## src/rtl/bitscan.sv

```systemverilog
// Lowest-set-bit isolator: sel keeps only the least significant 1 of req.
module bitscan #(
    parameter int W = 16
) (
    input  logic [W-1:0] req,
    output logic [W-1:0] sel
);

    localparam logic [W-1:0] ONE = {{(W-1){1'b0}}, 1'b1};

    assign sel = req & ~(req - ONE);

endmodule

```

## src/rtl/rr_grant_arbiter.sv

```systemverilog
// Round-robin arbiter with a held one-hot grant, released when the owner drops
// its request or an optional hold timeout expires. One dead cycle between grants.
module rr_grant_arbiter #(
    parameter int WIDTH    = 16,
    parameter int IDX_W    = 4,
    parameter int MAX_HOLD = 0,
    parameter int HOLD_W   = 8
) (
    input  logic             clk,
    input  logic             rst_n,
    input  logic [WIDTH-1:0] req,
    output logic [WIDTH-1:0] grant,
    output logic             grant_valid,
    output logic [IDX_W-1:0] grant_idx
);

    localparam logic IDLE = 1'b0;
    localparam logic BUSY = 1'b1;

    localparam logic [WIDTH-1:0]  ONE       = {{(WIDTH-1){1'b0}}, 1'b1};
    localparam logic [HOLD_W-1:0] HOLD_LAST = HOLD_W'((MAX_HOLD == 0) ? 0 : MAX_HOLD - 1);

    logic              state;
    logic [WIDTH-1:0]  mask;
    logic [HOLD_W-1:0] hold_cnt;

    logic [WIDTH-1:0]  masked;
    logic [WIDTH-1:0]  sel_masked;
    logic [WIDTH-1:0]  sel_plain;
    logic [WIDTH-1:0]  pick;
    logic [IDX_W-1:0]  pick_idx;
    logic [WIDTH-1:0]  above_owner;
    logic              release_now;

    assign masked = req & mask;

    bitscan #(.W(WIDTH)) u_scan_masked (
        .req (masked),
        .sel (sel_masked)
    );

    bitscan #(.W(WIDTH)) u_scan_plain (
        .req (req),
        .sel (sel_plain)
    );

    // An empty masked vector means everyone above the last owner is idle,
    // so priority wraps back to bit 0.
    assign pick = (masked != '0) ? sel_masked : sel_plain;

    always_comb begin
        pick_idx = '0;
        for (int i = 0; i < WIDTH; i++) begin
            if (pick[i]) begin
                pick_idx = pick_idx | IDX_W'(i);
            end
        end
    end

    // Owner at the top bit shifts out to zero, giving an empty mask.
    assign above_owner = ~((grant << 1) - ONE);

    assign release_now = ((req & grant) == '0) ||
                         ((MAX_HOLD != 0) && (hold_cnt == HOLD_LAST));

    always_ff @(posedge clk or negedge rst_n) begin
        if (!rst_n) begin
            state       <= IDLE;
            grant       <= '0;
            grant_valid <= 1'b0;
            grant_idx   <= '0;
            mask        <= '1;
            hold_cnt    <= '0;
        end else begin
            case (state)
                IDLE: begin
                    if (req != '0) begin
                        grant       <= pick;
                        grant_valid <= 1'b1;
                        grant_idx   <= pick_idx;
                        hold_cnt    <= '0;
                        state       <= BUSY;
                    end
                end
                BUSY: begin
                    if (release_now) begin
                        grant       <= '0;
                        grant_valid <= 1'b0;
                        grant_idx   <= '0;
                        mask        <= above_owner;
                        state       <= IDLE;
                    end else if (hold_cnt != '1) begin
                        hold_cnt <= hold_cnt + 1'b1;
                    end
                end
                default: state <= IDLE;
            endcase
        end
    end

endmodule
```

## config.mk

```make
export PLATFORM = sky130hd
export DESIGN_NAME = rr_grant_arbiter
export DESIGN_NICKNAME = d
export VERILOG_FILES = /design/src/rtl/bitscan.sv /design/src/rtl/rr_grant_arbiter.sv
export SDC_FILE = /design/constraint.sdc
export NUM_CORES = 1
export LEC_CHECK = 0
export CAP_MARGIN = 20
export CORE_ASPECT_RATIO = 1.5
export CORE_MARGIN = 4
export CORE_UTILIZATION = 25
export CTS_CLUSTER_SIZE = 28
export DETAILED_ROUTE_END_ITERATION = 8
export SLEW_MARGIN = 30
export SYNTH_ARGS = -nofsm -noshare
export SYNTH_HDL_FRONTEND = slang
export SYNTH_SLANG_ARGS = --single-unit
export TNS_END_PERCENT = 10
```

## constraint.sdc

```tcl
create_clock -name clk -period 5.05 [get_ports clk]
set_input_delay 1.2625 -clock clk [delete_from_list [all_inputs] [get_ports clk]]
set_output_delay 1.2625 -clock clk [all_outputs]
set_load 0.02 [all_outputs]
```

# Word-level counts from Yosys, hierarchy flattened
# Cells that the tools add are included.
# W data, S select, Z words.
# totals
reg_bits	38
inputBits	18
out_inout_bits	21
elab_cells	51
# classes
n_addsub	3
eq_ne	2
mux	28
n_bitwise	8
n_reduce_logical	5
# op_table
op	count
$and A16 B16 Y16	4
$mux W16	3
$not A16 Y16	3
$sub A16 B1 Y16 const B	3
$mux W4	10
$pmux W16 S2	1
$reduce_bool A16 Y1	2
$logic_not A16 Y1	1
$mux W3	4
$pmux W4 S2	1
$mux W1	5
$mux W2	2
$pmux W1 S2	2
$reduce_and A2 Y1	2
$ne A2 B1 Y1 const B	1
$ne A2 B2 Y1 const B	1
$not A1 Y1	1

# Longest topological paths before layout
# Gate-level depths: netlist of the first run.
# logic_depth
ltp_word	22
mapped_depth	8
ltp_nobuf	7

# Modules after synthesis
# From an unflattened synthesis of the first run, not the netlist that was laid out.
# hier_totals
hier_cells	311
area_unflattened_um2	2798.9
# by_module_without_submodules
module	instances	cells_per_inst	area_per_inst_um2	seq_area_each_um2
rr_grant_arbiter	1	249	2328.5	970.9
bitscan	2	31	235.2	0.0

# Least setup slack after synthesis of the first run
# OpenSTA, ideal clock, no wires.
# synth_path
path_type	input to register
start	input req[2]
end	register grant_idx[3]
setup_time_ps	66
t_arrival_ps	2704
t_required_ps	4984
path_slack_ps	2280
path_stages	8
path_buffers	1
path_cell_list	a222oi_1 -> and4_1 -> buf_6 -> nand2_4 -> o32ai_4 -> nor4_4 -> a41oi_2 -> a31o_1
# synth_via
elab_chain_len	15
elab_cells_between_ends	25
cone_classes	add/sub (2); eq/ne (2); mux (11); bitwise (6); reduce/logical (4)
# synth_rtl
item	line_no	text
start: declaration	rr_grant_arbiter.sv:11	input logic [WIDTH-1:0] req,
$and A16 B16 Y16	rr_grant_arbiter.sv:35	assign masked = req & mask;
$sub A16 B1 Y16	bitscan.sv:11	assign sel = req & ~(req - ONE);
$not A16 Y16	bitscan.sv:11	
$and A16 B16 Y16	bitscan.sv:11	
$mux W16	rr_grant_arbiter.sv:49	assign pick = (masked != '0) ? sel_masked : sel_plain;
$mux W4 (8 in a row)	rr_grant_arbiter.sv:54	if (pick[i]) begin
$mux W4	rr_grant_arbiter.sv:77	if (req != '0) begin
$pmux W4 S2	rr_grant_arbiter.sv:75	case (state)
end signal: assignment	rr_grant_arbiter.sv:80	grant_idx <= pick_idx;
end: declaration	rr_grant_arbiter.sv:14	output logic [IDX_W-1:0] grant_idx
# Parallel ways exist; a longest one is shown, timed or not. The select of a mux whose other input is x is not followed.
# A chain may end at the register's enable or synchronous reset.

# Worst setup path in the final report of the first run
# layout_path
start	input req[2]
end	register grant[10]
# layout_via
elab_chain_len	7
elab_cells_between_ends	17
cone_classes	add/sub (2); eq/ne (2); mux (3); bitwise (6); reduce/logical (4)
# layout_rtl
item	line_no	text
$and A16 B16 Y16	rr_grant_arbiter.sv:35	
$sub A16 B1 Y16	bitscan.sv:11	
$not A16 Y16	bitscan.sv:11	
$and A16 B16 Y16	bitscan.sv:11	
$mux W16	rr_grant_arbiter.sv:49	
$mux W16	rr_grant_arbiter.sv:77	
$pmux W16 S2	rr_grant_arbiter.sv:75	
end signal: assignment	rr_grant_arbiter.sv:78	grant <= pick;
end: declaration	rr_grant_arbiter.sv:12	output logic [WIDTH-1:0] grant,
# Parallel ways exist; a longest one is shown, timed or not. The select of a mux whose other input is x is not followed.

==> results of run 1 <==
==> per-layer routing <==
| layer | wire (µm) | track usage, % | part of all wire, % |
|---|---|---|---|
| met5 | 0 | 0 | 0 |
| met4 | 172 | 6.24 | 2.6 |
| met3 | 235 | 2.61 | 3.5 |
| met2 | 3580 | 21.5 | 53 |
| met1 | 2710 | 15.0 | 40 |
==> state kept, by name (all words and copies together), names as in the netlist <==
| signal | flops |
|---|---|
| mask | 16 |
| grant | 16 |
| grant_idx | 4 |
| grant_valid | 1 |
| state | 1 |
==> final cells by class <==
class                           count  area (µm²)
Fill cell                         933        5980
Multi-Input combinational cell    202        1250
Sequential cell                    38         971
Timing Repair Buffer               41         400
Clock buffer                        7         143
Tap cell                          110         138
Clock inverter                      1        30.0
Inverter                            4        15.0
==> stage by stage <==
step,hold WS (ns),std cells
final,0.482,403
after global routing,0.509,403
after CTS,0.491,403
after detailed placement,0.480,395
after global placement,0.482,395
after floorplan,0.464,256
==> placed cells by master, fill, tap and decap left out, types with 2 or more instances in the layout <==
cell type / count
nand2_1: 51
clkdlybuf4s50_1: 37
o21ai_0: 27
dfrtp_1: 22
nand3_1: 19
dfstp_2: 16
nor2_1: 8
a21oi_1: 7
nor3_1: 6
xnor2_1: 6
xor2_1: 6
nor4_1: 5
clkbuf_16: 5
inv_1: 4
nand4_1: 4
a22o_1: 4
nand2b_1: 4
and2_1: 4
buf_4: 4
a221oi_1: 3
a222oi_1: 3
and3_1: 3
nand3b_1: 3
a22oi_1: 3
or3_1: 2
o21a_1: 2
o21ai_2: 2
o211ai_1: 2
and3_4: 2
a41oi_1: 2
==> worst max-delay path, stage by stage <==
cell and delay, ns:
clkdlybuf4s50_1 0.48, nor3_1 0.53, nand4_1 0.22, or3_1 0.39, nand2b_1 0.53, buf_4 0.27, nand3_1 0.08, o21ai_0 0.08
==> report_power, final <==
part	switching [mW]	total, mW	leakage [nW]	internal (mW)
logic	0.635	1.07	0.602	0.438
registers	0.116	0.569	0.459	0.453
clock network	0.121	0.368	0.0841	0.247
==> kinds of logic (layout without fill, tap and decap cells) <==
family	after synthesis	after routing	share of synthesized area, %
AO/OA/AOI/OAI	65	65	20.0
buffers and inverters	16	53	3.58
XOR/XNOR	12	12	4.55
adder cells (fa/ha/maj)	1	1	0.542
multiplexers	1	1	0.488
flip-flops	38	38	42.1
AND/OR/NAND/NOR	123	123	28.8
==> path summary, 6_finish.rpt <==
check | startpoint | end | slack (ns) | cells after the start
max in group asynchronous | rst_n | mask[1] | 3.74 | 1
worst min-delay path | grant_valid | grant_valid | 0.48 | 2
min in group asynchronous | rst_n | grant[13] | 0.94 | 1
worst max register to register | grant[5] | mask[14] | 2.59 | 5
worst min register to register | grant_valid | grant_valid | 0.48 | 2
worst max-delay path | req[2] | grant[10] | 1.39 | 8
==> results by group, run 1 <==
GRT
  – Pin count of the biggest net entering global routing: 39
  – First-pass GRT wire length: 10.7 mm
  – Initial antenna violation count: 0
  – Number of global-route vias before repair: 2015
  – Global route total overflow: 0
  – GR Util All Layers: 12.7%

Die
  – Die area: 0.0109 mm²
  – Die Ht: 126 µm
  – Initial cell density of the core: 25.8%
  – CORE AREA: 0.00893 mm²
  – Boundary Pins: 39
  – Die Wd: 86.5 µm
  – Cell Rows: 42

Logic synthesis
  – Number of synthesized register bits: 38
  – Synth top area share: 23.8%
  – Synth Flop Type: dfrtp_1
  – Yosys cell types: 54
  – Post-synthesis async set-or-reset flop share: 100%
  – Cells after Synth: 256
  – Yosys top cell by area: dfrtp_1
  – Post-synth EDFFs: 0
  – Syn Nets: 275
  – Post-Syn Area: 0.00231 mm²
  – Seq/Total Area, Yosys: 42.1%
  – Synth area leaders: dfrtp_1, dfstp_2, nand2_1, o21ai_0, nand3_1
  – Most frequent cell after synthesis: nand2_1
  – Post-synth top cells: nand2_1, o21ai_0, dfrtp_1
  – Synth warn: 0
  – Mean Syn Cell Area: 9.02 µm²

Layout
  – Layout Area Growth over Synthesis: 27.9%
  – Fin util: 33.0%
  – Nets: 311
  – Layout cells sized above 1: 14.3%
  – Ant diodes: 0
  – Fin area: 0.00295 mm²

Route
  – Post-route DRC violation count: 0
  – Vias per cell: 5.16
  – Vias: 2080
  – First DRT Iteration DRCs: 150
  – Post-route ant nets: 0
  – WL final: 6.69 mm
  – DR pass1 iterations: 4
  – WL per Instance: 16.6 µm

STA
  – Worst slew pin tran: 0.949 ns
  – Setup TNS: 0 ns
  – Final hold vios: 0
  – FMAX: 0.273 GHz
  – Period Utilization, post-route: 72.4%
  – Worst Slack Setup Final: 1.39 ns
  – Unrepaired setup endpoints after global routing: false
  – Final Max Tran Viols: 0
  – Clock skew: 0.00671 ns
  – Setup violation total in the final timing report: 0
  – Worst slew margin: 36.1%
  – Final min period: 3.66 ns

Power
  – Pleak: 1.15 nW
  – VDD IR max: 249 µV
  – PD cells: 681 mW/mm²
  – Final Total Pwr: 2.01 mW

CTS
  – CTS sink count: 38
  – Postcts setup bufs: 0
  – Later-pin clock latency in the skew report: 0.29 ns
  – CTS max path bufs: 2
  – CTS tree: yes
  – Worst-path clk slew: 0.05 ns
  – H-tree depth: 2
  – CTS hold repair buffers: 0
  – Clock root cell: clkbuf_16
  – Cts repair resizes: 0
  – TritonCTS Buffers: 5

Setup path
  – Worst setup SP type: input pin
  – WP data required: 5.26 ns
  – Critical path arrival: 3.86 ns
  – Maximum fanout along the worst path: 21
  – Crit end category: register
  – Crit Path Class: in -> reg

Place
  – Gpl congestion: 0.847
  – DP HPWL: 5.10 mm
  – Port buffer count: 38
  – Placed instance area: 0.00278 mm²
  – Setup WS pre-CTS: 1.08 ns

Hold path
  – Worst hold-check path type: reg -> reg

Outcome
  – Status: complete, no violations

Job
  – Max cap viols: 0
Power figures use the tool's default switching activity.
==> run 2: changes to the inputs <==
==> constraint.sdc (replaced) <==
create_clock -name clk -period 3.05 [get_ports clk]
set_input_delay 0.7625 -clock clk [delete_from_list [all_inputs] [get_ports clk]]
set_output_delay 0.7625 -clock clk [all_outputs]
set_load 0.02 [all_outputs]
==> results by group, run 2 (synthesis results as in run 1) <==
Die
  – CORE AREA: 0.00893 mm² (unchanged)
  – Cell Rows: 42 (unchanged)
  – Initial cell density of the core: 25.8% (unchanged)
  – Die area: 0.0109 mm² (unchanged)
  – Die Ht: 126 µm (unchanged)
  – Die Wd: 86.5 µm (unchanged)
  – Boundary Pins: 39 (unchanged)

STA
  – Clock skew: 0.00293 ns (was 0.00671 ns)
  – Worst slew pin tran: 0.610 ns (was 0.949 ns)
  – Worst hold slack: 0.434 ns (was 0.482 ns)
  – Unrepaired setup endpoints after global routing: false (unchanged)
  – Final Max Tran Viols: 0 (unchanged)
  – Final min period: 2.80 ns
  – FMAX: 0.358 GHz
  – Setup violation total in the final timing report: 0 (unchanged)
  – Period Utilization, post-route: 91.7%
  – Setup TNS: 0 ns (unchanged)
  – Worst slew margin: 59.3% (was 36.1%)
  – Final hold vios: 0 (unchanged)

Layout
  – Post-Layout Cell Count: 424 (was 403)
  – Fin area: 0.00311 mm² (was 0.00295 mm²)
  – Layout Area Growth over Synthesis: 34.9% (was 27.9%)
  – Biggest regs: grant: 16 flops, mask: 16 flops, grant_idx: 4 flops (unchanged)
  – Ant diodes: 0 (unchanged)
  – Nets: 332 (was 311)
  – Layout cells sized above 1: 20.4% (was 14.3%)
  – Most frequent cells in the layout: nand2_1, clkdlybuf4s50_1, o21ai_0, buf_4, dfrtp_1 (was nand2_1, clkdlybuf4s50_1, o21ai_0, dfrtp_1, nand3_1)
  – Commonest non-fill, non-tap cell in the layout: nand2_1 (unchanged)
  – Fin util: 34.8% (was 33.0%)

Setup path
  – CP peak stage delay: 0.60 ns (was 0.53 ns)
  – Crit Path Class: in -> reg (unchanged)
  – Maximum fanout along the worst path: 6 (was 21)
  – WP data required: 3.18 ns (was 5.26 ns)
  – Flop-to-flop setup slack: 0.78 ns (was 2.59 ns)
  – Kind of cell with the highest combined delay on the critical path: simple AND/OR/NAND/NOR gates (unchanged)
  – Cells along the critical path: clkdlybuf4s50_1 -> nor4_1 -> buf_4 -> nand4_1 -> or3_1 -> nor2b_1 -> nand2_1 -> nor3_1 -> a41oi_1 (was clkdlybuf4s50_1 -> nor3_1 -> nand4_1 -> or3_1 -> nand2b_1 -> buf_4 -> nand3_1 -> o21ai_0)
  – Slowest CP cell: clkdlybuf4s50_1 (was nor3_1)
  – Crit end category: register (unchanged)
  – Buf/Inv on CP: 2 (unchanged)
  – Critical path arrival: 2.93 ns (was 3.86 ns)
  – Worst setup SP type: input pin (unchanged)

CTS
  – TritonCTS Buffers: 5 (unchanged)
  – CTS hold repair buffers: 0 (unchanged)
  – H-tree depth: 2 (unchanged)
  – CTS tree: yes (unchanged)
  – Later-pin clock latency in the skew report: 0.28 ns (was 0.29 ns)
  – Postcts setup bufs: 0 (unchanged)
  – CTS max path bufs: 2 (unchanged)
  – Cts repair resizes: 0 (unchanged)
  – Clock root cell: clkbuf_16 (unchanged)
  – Worst-path clk slew: 0.06 ns (was 0.05 ns)
  – CTS sink count: 38 (unchanged)

Route
  – WL per Instance: 16.6 µm (about the same)
  – DR pass1 iterations: 5 (was 4)
  – Vias: 2172 (was 2080)
  – WL final: 7.06 mm (was 6.69 mm)
  – Post-route ant nets: 0 (unchanged)
  – First DRT Iteration DRCs: 148 (was 150)
  – Post-route DRC violation count: 0 (unchanged)
  – Vias per cell: 5.12 (was 5.16)

Power
  – Pint: 1.95 mW (was 1.14 mW)
  – Switching Share: 43.5% (was 43.4%)
  – Combinational share of power: 57.5% (was 53.4%)
  – Pleak: 1.24 nW (was 1.15 nW)
  – Sequential group share of total power: 27.2% (was 28.3%)
  – Switching power: 1.50 mW (was 872 µW)
  – PD cells: 1110 mW/mm² (was 681 mW/mm²)
  – Clk pwr share: 15.3% (was 18.3%)
  – VDD IR max: 664 µV (was 249 µV)

GRT
  – Pin count of the biggest net entering global routing: 39 (unchanged)
  – Global route total overflow: 0 (unchanged)
  – GR Util All Layers: 13.5% (was 12.7%)
  – Number of global-route vias before repair: 2193 (was 2015)
  – Initial antenna violation count: 0 (unchanged)
  – First-pass GRT wire length: 11.5 mm (was 10.7 mm)

Hold path
  – Worst hold-check path type: in -> async (was reg -> reg)

Place
  – DP HPWL: 5.47 mm (was 5.10 mm)
  – # placed instances: 416 (was 395)
  – Gpl congestion: 0.879 (was 0.847)
  – Port buffer count: 38 (unchanged)
  – Placed instance area: 0.00296 mm² (was 0.00278 mm²)

Job
  – Max cap viols: 0 (unchanged)

Outcome
  – Status: complete, no violations (unchanged)
[run 2: changes by cell type in the layout (fill, tap and decap cells not counted), sizes merged]
cell and delta:
buf +21, bufinv -1, clkbuf -1, clkinv +1
clkinvlp +1
[run 2: worst reg2reg max path, delay by kind of cell, from the launching register on]
family | cells | cell delay, ns
AO/OA/AOI/OAI | 3 | 0.42
buffers and inverters | 2 | 0.30
flip-flops | 1 | 0.56
AND/OR/NAND/NOR | 4 | 0.88
[run 2: through the flow]
stage	setup WS (ns)	power, mW
4_1_cts	0.305	3.48
6_report	0.254	3.45
5_1_grt	0.192	3.71
2_1_floorplan	0.780	2.21
3_5_place_dp	0.0218	2.94
3_3_place_gp	-0.0107	2.91
[run 2: final cells by class]
class                           count  area [µm²]
Sequential cell                    38         971
Tap cell                          110         138
Inverter                            4        15.0
Clock inverter                      2        12.5
Fill cell                         932        5820
Clock buffer                        6         139
Timing Repair Buffer               62         583
Multi-Input combinational cell    202        1250
[run 2: worst paths after layout]
path | from | end | cells after the start
max in group asynchronous | rst_n | mask[9] | 1
setup reg to reg | mask[2] | grant_idx[3] | 9
hold reg to reg | grant_valid | grant_valid | 2
min in group clk | grant_valid | grant_valid | 2
hold / removal | rst_n | grant_valid | 1
setup / recovery | req[5] | grant_idx[2] | 9
[run 2: power groups by stage]
stage          logic, mW  clock network [mW]  registers (mW)
2_1_floorplan       1.23                   0           0.977
3_3_place_gp        1.96                   0           0.946
3_5_place_dp        1.99                   0           0.946
4_1_cts             2.00               0.539           0.941
5_1_grt             2.18               0.561           0.973
6_report            1.98               0.527           0.940
[run 2: layer usage]
layer | global-route usage, % | routed length, µm | vias to the layer above
met4 | 6.88 | 209 | 0
met5 | 0 | 0 | -
met3 | 2.22 | 275 | 12
li1 | - | - | 1059
met1 | 15.8 | 2770 | 1047
met2 | 23.2 | 3800 | 54
